==> config.mk <==
export PLATFORM = sky130hd
export DESIGN_NAME = mem_port_arbiter
export DESIGN_NICKNAME = d
export VERILOG_FILES = /design/src/rtl/mem_port_arbiter.sv
export SDC_FILE = /design/constraint.sdc
export NUM_CORES = 1
export LEC_CHECK = 0
export CORE_ASPECT_RATIO = 1.1
export CORE_MARGIN = 2
export CORE_UTILIZATION = 25
export CTS_BUF_LIST = sky130_fd_sc_hd__clkbuf_16
export CTS_CLUSTER_SIZE = 24
export DETAILED_ROUTE_END_ITERATION = 7
export GPL_TIMING_DRIVEN = 0
export HOLD_SLACK_MARGIN = 0.1
export PLACE_DENSITY_LB_ADDON = 0.2
export SLEW_MARGIN = 40
export SYNTH_ARGS = -nofsm -noshare
export SYNTH_HDL_FRONTEND = slang
export SYNTH_SLANG_ARGS = --single-unit
==> constraint.sdc <==
create_clock -name clk -period 7.15 [get_ports clk]
set_input_delay 1.7875 -clock clk [delete_from_list [all_inputs] [get_ports clk]]
set_output_delay 1.7875 -clock clk [all_outputs]
set_load 0.005 [all_outputs]
==> src/rtl/mem_port_arbiter.sv <==
// ============================================================================
// mem_port_arbiter : shares one fixed-latency synchronous memory port between
//                    instruction fetch and data access, with core stall.
// Revision 1.0
// ============================================================================
`default_nettype none

module mem_port_arbiter #(
  parameter int ADDR_WIDTH   = 32,
  parameter int DATA_WIDTH   = 32,
  parameter int MEM_LATENCY  = 1,
  parameter int STARVE_LIMIT = 4
) (
  input  logic                  clk,
  input  logic                  reset,
  input  logic                  i_req,
  input  logic [ADDR_WIDTH-1:0] i_addr,
  output logic [DATA_WIDTH-1:0] i_rdata,
  output logic                  i_valid,
  input  logic                  d_req,
  input  logic                  d_we,
  input  logic [ADDR_WIDTH-1:0] d_addr,
  input  logic [DATA_WIDTH-1:0] d_wdata,
  output logic [DATA_WIDTH-1:0] d_rdata,
  output logic                  d_valid,
  output logic                  mem_en,
  output logic                  mem_we,
  output logic [ADDR_WIDTH-1:0] mem_addr,
  output logic [DATA_WIDTH-1:0] mem_wdata,
  input  logic [DATA_WIDTH-1:0] mem_rdata,
  output logic                  stall
);

  localparam int LAT_W = (MEM_LATENCY > 1) ? $clog2(MEM_LATENCY) : 1;
  localparam int STV_W = $clog2(STARVE_LIMIT + 1);
  localparam logic [LAT_W-1:0] LAT_LOAD  = LAT_W'(MEM_LATENCY - 1);
  localparam logic [STV_W-1:0] STV_LIMIT = STV_W'(STARVE_LIMIT);

  typedef enum logic [1:0] {
    IDLE  = 2'd0,
    ISSUE = 2'd1,
    WAIT  = 2'd2,
    RESP  = 2'd3
  } state_t;

  state_t           state;
  logic             owner_d;
  logic             acc_we;
  logic [LAT_W-1:0] lat_cnt;
  logic [STV_W-1:0] starve_cnt;
  logic             grant_d;
  logic             grant_i;

  // Data wins ties unless instruction fetch has lost STARVE_LIMIT times in a row.
  always_comb begin
    grant_d = d_req & (~i_req | (starve_cnt != STV_LIMIT));
    grant_i = i_req & ~grant_d;
  end

  assign stall = (i_req & ~i_valid) | (d_req & ~d_valid);

  always_ff @(posedge clk or posedge reset) begin
    if (reset) begin
      state      <= IDLE;
      owner_d    <= 1'b0;
      acc_we     <= 1'b0;
      lat_cnt    <= '0;
      starve_cnt <= '0;
      mem_en     <= 1'b0;
      mem_we     <= 1'b0;
      mem_addr   <= '0;
      mem_wdata  <= '0;
      i_rdata    <= '0;
      d_rdata    <= '0;
      i_valid    <= 1'b0;
      d_valid    <= 1'b0;
    end else begin
      mem_en  <= 1'b0;
      mem_we  <= 1'b0;
      i_valid <= 1'b0;
      d_valid <= 1'b0;
      case (state)
        IDLE: begin
          if (grant_d || grant_i) begin
            owner_d  <= grant_d;
            acc_we   <= grant_d & d_we;
            mem_en   <= 1'b1;
            mem_we   <= grant_d & d_we;
            mem_addr <= grant_d ? d_addr : i_addr;
            if (grant_d) begin
              mem_wdata <= d_wdata;
            end
            if (grant_i) begin
              starve_cnt <= '0;
            end else if (i_req && (starve_cnt != STV_LIMIT)) begin
              starve_cnt <= starve_cnt + 1'b1;
            end
            state <= ISSUE;
          end
        end
        ISSUE: begin
          lat_cnt <= LAT_LOAD;
          state   <= WAIT;
        end
        WAIT: begin
          if (lat_cnt == '0) begin
            // Writes leave both read-data registers untouched.
            if (!acc_we) begin
              if (owner_d) begin
                d_rdata <= mem_rdata;
              end else begin
                i_rdata <= mem_rdata;
              end
            end
            d_valid <= owner_d;
            i_valid <= ~owner_d;
            state   <= RESP;
          end else begin
            lat_cnt <= lat_cnt - 1'b1;
          end
        end
        RESP: begin
          state <= IDLE;
        end
        default: begin
          state <= IDLE;
        end
      endcase
    end
  end

endmodule

`default_nettype wire

-- Yosys cells after proc, flatten, opt, wreduce, memory -nomap -nowiden
Index checks and enable logic that the tools add are counted.
- register bits: 140
- output and inout bits: 133
- word-level logic and storage cells: 62
- $add $sub $neg: 2
- equality and inequality tests: 6
- muxes and demuxes: 16
- bitwise operators: 14
- reductions and logical operators: 11
- operators with widths (operator ; count):
    $mux W32 ; 1
    $mux W1 ; 9
    $pmux W2 S4 ; 1
    $reduce_and A4 Y1 ; 2
    $not A1 Y1 ; 7
    $mux W3 ; 2
    $reduce_and A3 Y1 ; 2
    $and A1 B1 Y1 ; 5
    $eq A2 B2 Y1 const B ; 2
    $mux W2 ; 2
    $ne A2 B2 Y1 const B ; 2
    $reduce_and A2 Y1 ; 2
    $reduce_bool A2 Y1 ; 2
    $add A3 B1 Y3 const B ; 1
    $ne A3 B3 Y1 const B ; 1
    $eq A2 B1 Y1 const B ; 1
    $logic_not A2 Y1 ; 1
    $or A1 B1 Y1 ; 2
    $pmux W1 S2 ; 1
    $logic_and A1 B1 Y1 ; 1
    $logic_or A1 B1 Y1 ; 1
    $sub A1 B1 Y1 const B ; 1

-- Depth between registers and ports, before layout
Gate-level depths: netlist (run 1).
- word-level depth: 8
- depth in mapped cells: 7

-- Worst setup path before layout (run 1)
OpenSTA, ideal clock, no wires.
- kind: input to output
- start: in d_req
- end: out stall
- arrival: 2.381 ns
- required time: 5.362 ns
- path slack: 2.982 ns
- stages on the path: 4
- cells stage by stage: buf_4 -> clkbuf_1 -> inv_1 -> o22ai_1
- word-level cells in the longest chain between the ends: 2
- RTL lines (item ; RTL line ; RTL):
    start, declared ; 20 ; input logic d_req,
    $and A1 B1 Y1 ; 60 ; assign stall = (i_req & ~i_valid) | (d_req & ~d_valid);
    $or A1 B1 Y1 ; 60 ;
    end, declared ; 31 ; output logic stall
No other way between the ends.

-- Worst setup path after layout (run 1)
Same ends and word-level chain as after synthesis.

==> results of run 1 <==
critical path, stage by stage:
cell and delay (ps):
clkdlybuf4s50_1 520, buf_4 200, clkbuf_1 420, inv_1 80, o22ai_1 140, clkdlybuf4s50_1 560
how the worst max path moves through the flow:
stage | end | slack [ps] | startpoint
2_1_floorplan | acc_we | 1640 | reset
3_3_place_gp | mem_addr[11] | -400 | reset
3_5_place_dp | stall | 1600 | d_req
4_1_cts | stall | 1590 | d_req
5_1_grt | stall | 1490 | d_req
6_report | stall | 1650 | d_req
power by group:
group / switching (uW) / internal [uW] / leakage, uW
registers: 221 / 1190 / 0.00166
logic: 723 / 1230 / 0.00217
clock network: 355 / 585 / 0.000301
total: 1300 / 3010 / 0.00414
cells in the final DEF (no fill, tap or decap), drive strengths merged:
master,instances
a21oi,1
a22o,1
a32o,1
and2,2
and3,1
buf,22
bufinv,4
clkbuf,27
clkdlybuf4s50,264
clkinv,3
clkinvlp,3
dfrtp,139
ha,5
inv,14
mux2,97
nand2,69
nand3,3
nand3b,1
nand4,33
nand4b,1
nor2b,1
nor3,1
nor3b,2
o211ai,32
o21ai,4
o22ai,1
routing by layer:
layer	track usage, %	wire length, um	up-vias
met1	16.4	7430	2344
met3	4.06	1220	21
met4	5.08	302	0
met5	0	0	-
li1	-	-	2117
met2	24.5	8770	204
final cells by class:
type	instances	area, um2	share of cell area, %
clock buffer	17	425	4.38
clock inverter	15	198	2.04
buffer	31	225	2.32
timing repair buffer	265	2670	27.5
inverter	9	41.3	0.425
sequential	139	3480	35.8
tap	305	382	3.93
multi-input combinational	256	2290	23.6
cells in the mapped netlist, types with 2 or more instances:
cell,instances
o21ai_0,3
buf_4,3
dfrtp_1,139
o211ai_2,30
o211ai_1,2
mux2_1,2
buf_2,6
nand4_1,33
nand3_4,2
clkbuf_1,10
buf_6,12
ha_1,5
nand2_1,69
mux2_2,66
mux2_4,29
inv_1,8
cell families (layout without fill, tap and decap cells):
group                    count (synthesis)  count (layout)  synth area share [%]
flip-flops                             139             139                  57.7
AND/OR/NAND/NOR                        114             114                  9.69
multiplexers                            97              97                  19.9
AO/OA/AOI/OAI                           40              40                  7.37
buffers and inverters                   40             337                  4.30
adder cells (fa/ha/maj)                  5               5                  1.04
state kept, by name (all words and copies together), names as in the netlist:
register	cells
mem_en	1
mem_we	1
acc_we	1
owner_d	1
mem_addr	32
mem_wdata	32
d_valid	1
state	2
i_valid	1
i_rdata	32
d_rdata	32
starve_cnt	3
through the flow:
stage                     power, uW  setup WS, ps  hold slack [ps]
after global routing           4590          1490              516
after CTS                      4390          1590              493
after detailed placement       3410          1600              468
after floorplan                2310          1640              474
final                          4310          1650              490
after global placement         3360          -399              473
==> metrics list, run 1 <==
* Run status: complete, no violations
- Number of iterations in the first detailed-routing pass: 4
* Routability Congestion: 0.781
- In the final routed layout, each cell accounts on average for 17.1 um.
- Vias in the first global route: 5286
* Crit end category: output pin
- Core footprint: 23700 um2
- The worst hold path was traced through 2 stages.
- Number of H-tree levels: 4
- Number of sinks on the clock net: 139
- In the routed layout, each cell is associated on average with a via count of 4.52.
- Critical Path Source Type: input port
* Crit path time final: 5500 ps
- In the post-synthesis netlist, the biggest area contributors are dfrtp_1, mux2_2, mux2_4, o211ai_2, nand2_1.
- After clock tree synthesis, the clock-pin slew on the worst setup and hold paths is 70 ps.
- In this run the core area contains 59 standard-cell rows.
* Slack of the worst reg-to-reg path: 5180 ps
- The final hold violation count is 0.
- Setup violations remaining at the end of the flow were counted as 0.
* Number of placed instances, taps included: 1005
- Vias after detailed routing: 4686
- Post-synth cell types: 32
- Entering global routing, the biggest net connects 78 pins.
- Number of setup buffers added after CTS: 0
* Worst Path Required: 5360 ps
* Post-layout instance count excluding filler cells: 1037
- The net count of the finished layout is 857.
- CP Class: input port to output pin
* Tot GR Track Use: 14.1%
- The endpoint identified for the worst register-to-register timing path is i_rdata[9].
- Syn_nets: 573
* Yosys warning total: 0
- Count of cells resized by post-cts repair: 0
- I/O pin count: 266
- Routed wire length: 17.7 mm
- Hold repair after CTS inserted 0 buffers.
- At the pin with the least slew margin, the transition time is 505 ps.
- Detailed placement finished with a half-perimeter wire length of 13.2 mm.
- For the final database, setup skew stands at 11.3 ps.
- Area share of the largest cell type after synthesis: 57.7%
- Worst-path maximum fanout: 10
- Number of synthesized flops with an enable pin: 0
* Slew Limit Fails: 0
* Dpl cell area: 9090 um2
* Final worst-path cycle share: 76.9%
* Clock buffers created by TritonCTS: 17
- The startpoint identified for the worst hold timing path is mem_addr[10].
* Max Cap Viol: 0
- Power density over the cells: 444 nW/um2
- Number of nets with antenna violations after detailed routing: 0
- Drc violations: 0
- Syn-to-layout area delta: 61.1%
- Setup tns final: 0 ps
- Synthesized area per cell: 13.9 um2
- Global routing finished with a remaining overflow of 0.
* Number of synthesized register bits: 139
* Final core occ: 41.0%
* RSZ-0062 raised after global routing: false
- Counting cells, the worst reg-to-reg path comes to 5.
- For this run, the register share of the synthesized area comes to 57.7%.
- The number of antenna diodes in the final layout is 0.
- The worst-case IR drop observed on VDD is 0.000140 V.
- Die Span Y: 167 um
- For this block, the initial DRC count from the detailed router was 137.
- The startpoint identified for the worst register-to-register timing path is state[0].
* Wire length of the first global-routing pass: 28.7 mm
- The later pin in the worst-skew pair is clocked with a latency of 410 ps.
- Endpoint with the worst hold slack: mem_addr[10]
- Input and output buffers added on the ports amount to 264.
- Endpoint arrival time on the critical path: 3710 ps
* Floorplan die area: 25400 um2
- Async S/R FF share, synth: 100%
* Primary FF master, synth: dfrtp_1
* Max Fclk: 0.182 GHz
- Width of the chip: 152 um
* TritonCTS clock tree: built
- Synthesis produced 435 cells.
* Cell area after layout: 9710 um2
* Area of the mapped netlist: 6030 um2
- Once the floorplan was initialized, standard cells occupied 25.4% of the core.
- Proportion of layout cells with a drive suffix above 1: 25.1%
- In this run the tightest slew margin relative to its limit is 66.4%.
- Antenna violations before repair: 0
- The min-delay analysis places its worst path in the category flip-flop to flip-flop.
- Clk Tree Root Cell: clkbuf_16
- Filler cells: 2237
- No sink is reached through more buffers than the 2 on the longest clock path.
- Static power due to leakage: 0.00414 uW
- The largest total area in the synthesized netlist belongs to dfrtp_1.
No activity file was read; power rests on OpenSTA's default activity.
==> inputs of run 2 (changes only) <==
- clock period: 7.15 -> 4.6 ns (I/O delays scaled with it)
==> run 2 against run 1 <==
  * Clock-buffer cell count stayed put
  * Register-to-register slack worse by 2500 ps
  * Largest cell class unchanged
  * Critical path depth stayed put
  * Via count is 1.4% lower
  * Global-route usage is 0.18 points higher
==> metrics list, run 2 (synthesized netlist as in run 1, its figures left out) <==
- The measured slew at the worst slew-check pin is 534 ps (+29.2 ps).
- The total overflow reported by the global router was 0 (unchanged).
- Relative slew slack: 64.4% (-1.9 points)
* Worst vdd rail ir drop: 0.000251 V (+79%)
- Ordered cell list for the critical path: clkdlybuf4s50_1 -> buf_4 -> clkbuf_1 -> inv_1 -> o22ai_1 -> clkdlybuf4s50_1
- The number of instances resized during post-cts repair is 0 (unchanged).
- The initial standard-cell utilization of the core was 25.4% (unchanged).
* Proportion of layout cells with a drive suffix above 1: 25.9% (+0.78 points)
- Largest net degree at the start of global routing: 27 (-65%)
* Crit end category: output pin
- The standard-cell row count was 59 (unchanged).
* Final worst-path cycle share: 92.2%
- Leaving out fill and tap cells, the most frequent cell in the layout is clkdlybuf4s50_1.
* Number of nets with antenna violations after detailed routing: 0 (unchanged)
- The layout net count is 862 (+0.58%).
- The number of antenna diodes came to 0 (unchanged).
- Worst-path maximum fanout: 10 (unchanged)
- In this design, the critical path's most frequently occurring cell is clkdlybuf4s50_1.
* I/O pin count: 266 (unchanged)
* Floorplan die area: 25400 um2 (unchanged)
* Later-pin clock latency in the skew report: 420 ps (about the same)
- Mean routed wirelength per cell: 17.1 um (+0.33%)
- The vias after detailed routing is 4621 (-1.4%).
- Post-detailed-route via-to-cell ratio: 4.43 (-1.9%)
- RSZ-0062 raised after global routing: false
- The number of buffers created by CTS is 17 (unchanged).
- Drc violations: 0 (unchanged)
* CP max stage cell: clkdlybuf4s50_1
- The total count of max-transition violations in the final report was 0 (unchanged).
- The maximum level of the CTS H-tree came to 4 (unchanged).
- CP Class: input port to output pin
- Maximum clock insertion buffer count: 2 (unchanged)
- Die Span Y: 167 um (unchanged)
- Power density over the cells: 686 nW/um2 (+55%)
* Hold Buf Count CTS: 0 (unchanged)
- The final setup violation count is 0 (unchanged).
- Post-layout instance count excluding filler cells: 1042 (+0.48%)
- Count of input and output buffers: 264 (unchanged)
* Critical Path Source Type: input port
* Setup skew after layout: 13.6 ps (+2.30 ps)
- The weighted congestion at the end of routability-driven global placement is 0.799 (+2.3%).
- Syn-to-layout area delta: 63.2%
- The final setup TNS was 0 ps (unchanged).
* Clk Tree Root Cell: clkbuf_16
* Worst Path Required: 3450 ps (-1910 ps)
* Endpoint arrival time on the critical path: 3090 ps (-620 ps)
* Final hold vios: 0 (unchanged)
- The number of iterations in the first detailed-routing pass came to 4 (unchanged).
- The post-route cell area was 9840 um2 (+1.3%).
- Static timing analysis puts the maximum clock frequency at 0.236 GHz.
- DRT iter0 DRCs: 123 (-10%)
* Dpl cell area: 9200 um2 (+1.2%)
- In this run the worst hold path is classified as flip-flop to flip-flop.
- The largest incremental delay on the critical path was 560 ps (about the same).
- The total half-perimeter wirelength after legalization and detailed placement was 13.6 mm (+2.5%).
- The die span in x is 152 um (unchanged).
- TritonCTS clock tree: built
- The number of instances in the placed design was 1010 (+0.50%).
- Worst-path clk slew: 60 ps (about the same)
- Run status: complete, no violations
- The aggregate global-route resource usage was 14.2% (+0.18 points).
* Vias in the first global route: 5087 (-3.8%)
- Number of setup buffers added after CTS: 0 (unchanged)
- The total wire length is 17.9 mm (+0.81%).
* Count of buffer and inverter cells on the critical path: 5 (unchanged)
- Cell type group with the largest total delay on the critical path: buffers and inverters
- Crit path time final: 4240 ps
* Static power due to leakage: 0.00419 uW (+1.4%)
- Antenna violations before repair: 0 (unchanged)
- Wire length of the first global-routing pass: 28.6 mm (-0.41%)
- The core outline area was 23700 um2 (unchanged).
- The number of violations of the max-capacitance limit is 0 (unchanged).
- The total number of clock tree sinks came to 139 (unchanged).
- In the layout the commonest cells are clkdlybuf4s50_1, dfrtp_1, nand2_1, mux2_2, nand4_1.
==> run 2: worst register-to-register path, cell delays in order (launching register included) <==
cell and delay [ps]:
dfrtp_1 360, inv_1 110, ha_1 270, buf_2 280, clkbuf_1 420, nand4_1 240, o211ai_2 130
==> run 2: per-layer routing <==
metal / vias to the layer above / wire length, um / global-route usage (%)
met3: 26 / 1480 / 5.26
li1: 2132 / - / -
met4: 0 / 352 / 5.32
met2: 212 / 8530 / 23.2
met1: 2251 / 7510 / 17.2
met5: - / 0 / 0
==> run 2: layout make-up <==
type,count,area [um2]
well taps,305,382
clock buffers,17,425
multi-input cells,256,2290
fillers,2207,13900
inverters,9,37.5
plain buffers,31,225
flip-flops and latches,139,3480
repair buffers,270,2790
clock inverters,15,214
==> run 2: power by group <==
group          switching, uW  leakage, uW  internal [uW]  total, uW
logic                   1110      0.00222           1930       3040
registers                350      0.00166           1850       2200
clock network            585     0.000310            922       1510
total                   2050      0.00419           4700       6750
==> run 2: per-stage QoR <==
| step | hold slack [ps] | utilization, % | setup slack (ps) | total power [uW] |
|---|---|---|---|---|
| floorplan | 474 | - | 1710 | 3590 |
| global placement | 473 | 38.2 | 371 | 5210 |
| detailed placement | 469 | 38.8 | 333 | 5310 |
| CTS | 494 | 41.5 | 351 | 6860 |
| global route | 514 | 41.5 | 238 | 7180 |
| finish | 492 | 41.5 | 360 | 6750 |
==> run 2: worst paths after layout <==
kind / from / to / slack, ps / depth (start not counted)
max: d_req / stall / 360 / 6
min: mem_addr[18] / mem_addr[18] / 490 / 2
max reg2reg: state[0] / mem_addr[21] / 2720 / 6
min reg2reg: mem_addr[18] / mem_addr[18] / 490 / 2
max in group asynchronous: reset / i_rdata[26] / 2660 / 5
min in group asynchronous: reset / i_rdata[0] / 1110 / 2
==> inputs of run 3 (changes only) <==
- PLACE_DENSITY_LB_ADDON: 0.2 -> 0.25
==> run 3 against run 2 <==
  * Clock power decreased by 3%
  * Power down 0.76%
  * Sequential cell count did not move
  * Sequential power about the same
  * Maximum frequency down 1.6%
  * Setup slack lost 69 ps
  * Critical endpoint unchanged
  * Largest power group unchanged
==> metrics list, run 3 (synthesized netlist as in run 1, its figures left out) <==
- Commonest non-fill, non-tap cells in the layout: clkdlybuf4s50_1, dfrtp_1, nand2_1, mux2_2, nand4_1
* Final worst-path cycle share: 93.7% (+1.5 points)
- The total of hold buffers inserted after clock tree synthesis was 0 (unchanged).
- Maximum clock insertion buffer count: 2 (unchanged)
- Power density over the cells: 681 nW/um2 (-0.65%)
* Floorplan die area: 25400 um2 (unchanged)
- The total overflow reported by the global router is 0 (unchanged).
- The final setup violation count is 0 (unchanged).
- Worst-path clk slew: 60 ps (about the same)
* Count of input and output buffers: 264 (unchanged)
- Worst-path maximum fanout: 10 (unchanged)
- The count of unresolved DRC violations after routing is 0 (unchanged).
* Number of H-tree levels: 4 (unchanged)
* Effective utilization at floorplan: 25.4% (unchanged)
* Mean routed wirelength per cell: 17.1 um (-0.51%)
* Max Fclk: 0.232 GHz (-1.6%)
* Crit end category: output pin
- The residual antenna-violating net count after detailed routing came to 0 (unchanged).
* Switching part of the total: 30.0% (-0.36 points)
- The critical path in this run is classified as input port to output pin.
* Core footprint: 23700 um2 (unchanged)
- met2 is the most crowded layer.
- Count of buffer and inverter cells on the critical path: 5 (unchanged)
- Combinational Power Share: 45.2% (about the same)
- The layout net count came to 862 (unchanged).
- Routability Congestion: 0.773 (-3.2%)
- The final setup TNS was 0 ps (unchanged).
* Setup skew after layout: 13.9 ps (+0.373 ps)
- TritonCTS built the clock tree.
- Walking the worst path, the cells encountered are clkdlybuf4s50_1 -> buf_4 -> clkbuf_1 -> inv_1 -> o22ai_1 -> clkdlybuf4s50_1.
* Number of sinks on the clock net: 139 (unchanged)
- Width of the chip: 152 um (unchanged)
- Slew Limit Fails: 0 (unchanged)
- Critical Path Source Type: input port
* Part of the power in the clock network: 21.9% (-0.4 points)
* Syn-to-layout area delta: 63.0%
- The switching power is 2010 uW (-1.9%).
* Endpoint arrival time on the critical path: 3160 ps (+70 ps)
- Post-detailed-route via-to-cell ratio: 4.44 (+0.18%)
* Relative slew slack: 62.8% (-1.6 points)
- The number of antenna diodes is 0 (unchanged).
- In this run the clock root is driven by a clkbuf_16.
- The leakage power figure is 0.00418 uW (-0.19%).
* CP max stage cell: clkdlybuf4s50_1
* Flop pwr share: 32.9% (+0.3 points)
* DRT iter0 DRCs: 185 (+50%)
* Met2 capacity usage during global routing: 23.9% (+0.63 points)
- The fraction of layout instances using a drive strength above 1 was 25.8% (-0.10 points).
- Largest net degree at the start of global routing: 25 (-7.4%)
- The measured slew at the worst slew-check pin was 558 ps (+24.1 ps).
- Worst min path class: flip-flop to flip-flop
- The final critical-path setup slack came to 291 ps (-69.0 ps).
- The largest incremental delay on the critical path was 570 ps (about the same).
- Vias in the first global route: 5067 (-0.39%)
* Most common cell after layout, fill and taps aside: clkdlybuf4s50_1
* Routed wire length: 17.8 mm (-0.60%)
* Worst vdd rail ir drop: 0.000243 V (-3.4%)
- The flow ran to the end, and the final reports show no timing, DRC or antenna violations.
- Crit path time final: 4310 ps (+69.0 ps)
- The internal power came to 4690 uW (-0.25%).
* Vias after detailed routing: 4625 (+0.087%)
* Wire length of the first global-routing pass: 28.7 mm (+0.19%)
- I/O pin count: 266 (unchanged)
- Max Cap Viol: 0 (unchanged)
- The standard-cell row count is 59 (unchanged).
- Most frequent cell on the critical path: clkdlybuf4s50_1
- Final hold vios: 0 (unchanged)
- Worst Path Required: 3450 ps (about the same)
* DPL Wire Length: 13.7 mm (+0.62%)
- Global Route met3 Usage: 4.01% (-1.2 points)
* Die Span Y: 167 um (unchanged)
- The met1 routing resource usage after global routing is 18.1% (+0.87 points).
- RSZ-0062 raised after global routing: false
- The number of iterations in the first detailed-routing pass was 4 (unchanged).
- The aggregate global-route resource usage is 14.1% (-0.13 points).
- Later-pin clock latency in the skew report: 410 ps (about the same)
* Clock buffers created by TritonCTS: 17 (unchanged)
- Number of setup buffers added after CTS: 0 (unchanged)
* Count of cells resized by post-cts repair: 0 (unchanged)
* Setup WS pre-CTS: 297 ps (-36.5 ps)
* Cell type group with the largest total delay on the critical path: buffers and inverters
* Antenna violations before repair: 0 (unchanged)
-- run 3: cell types whose count changed in the layout (fill, tap and decap cells not counted), sizes merged --
cell / before / now
clkinv: 3 / 6
inv: 14 / 10
-- run 3: layout make-up --
cell class              count  area (um2)
fillers                  2187       13900
flip-flops and latches    139        3480
repair buffers            270        2790
multi-input cells         256        2290
clock buffers              17         425
well taps                 305         382
plain buffers              31         225
clock inverters            14         195
inverters                   9        37.5
-- run 3: path summary, 6_finish.rpt --
path	slack (ps)	start	end	cells after the start
max in group asynchronous	2400	reset	mem_addr[30]	6
hold reg to reg	490	mem_addr[0]	mem_addr[0]	2
setup / recovery	290	d_req	stall	6
setup reg to reg	2710	state[0]	i_rdata[3]	5
min in group asynchronous	1130	reset	mem_wdata[0]	2
hold / removal	490	mem_addr[0]	mem_addr[0]	2
-- run 3: worst min-delay path, delay by kind of cell, from the launching register on --
| kind | cells | cell delay, ps |
|---|---|---|
| DFF | 1 | 350 |
| AOI/OAI and AO/OA | 1 | 50 |
| and+or+nand+nor | 1 | 60 |
-- run 3: power by group through the flow --
stage	logic, uW	clock network, uW	registers (uW)
floorplan	1370	0	2220
global placement	3010	0	2190
detailed placement	3090	0	2220
CTS	3090	1510	2210
global route	3270	1570	2290
finish	3030	1460	2200
-- run 3: layer usage --
metal / routed length [um] / vias to the layer above
met5: 0 / -
met4: 150 / 0
met3: 1030 / 11
met2: 8800 / 197
met1: 7780 / 2289
li1: - / 2128
-- run 3: through the flow --
| stage | std cells | cell area, um2 | util, % | total power, uW | hold slack [ps] |
|---|---|---|---|---|---|
| 3_5_place_dp | 1010 | 9210 | 38.9 | 5310 | 474 |
| 6_report | 1041 | 9830 | 41.5 | 6700 | 494 |
| 4_1_cts | 1041 | 9830 | 41.5 | 6810 | 498 |
| 5_1_grt | 1041 | 9830 | 41.5 | 7120 | 509 |
| 3_3_place_gp | 1004 | 9060 | 38.2 | 5200 | 472 |
| 2_1_floorplan | 435 | 6030 | - | 3590 | 474 |
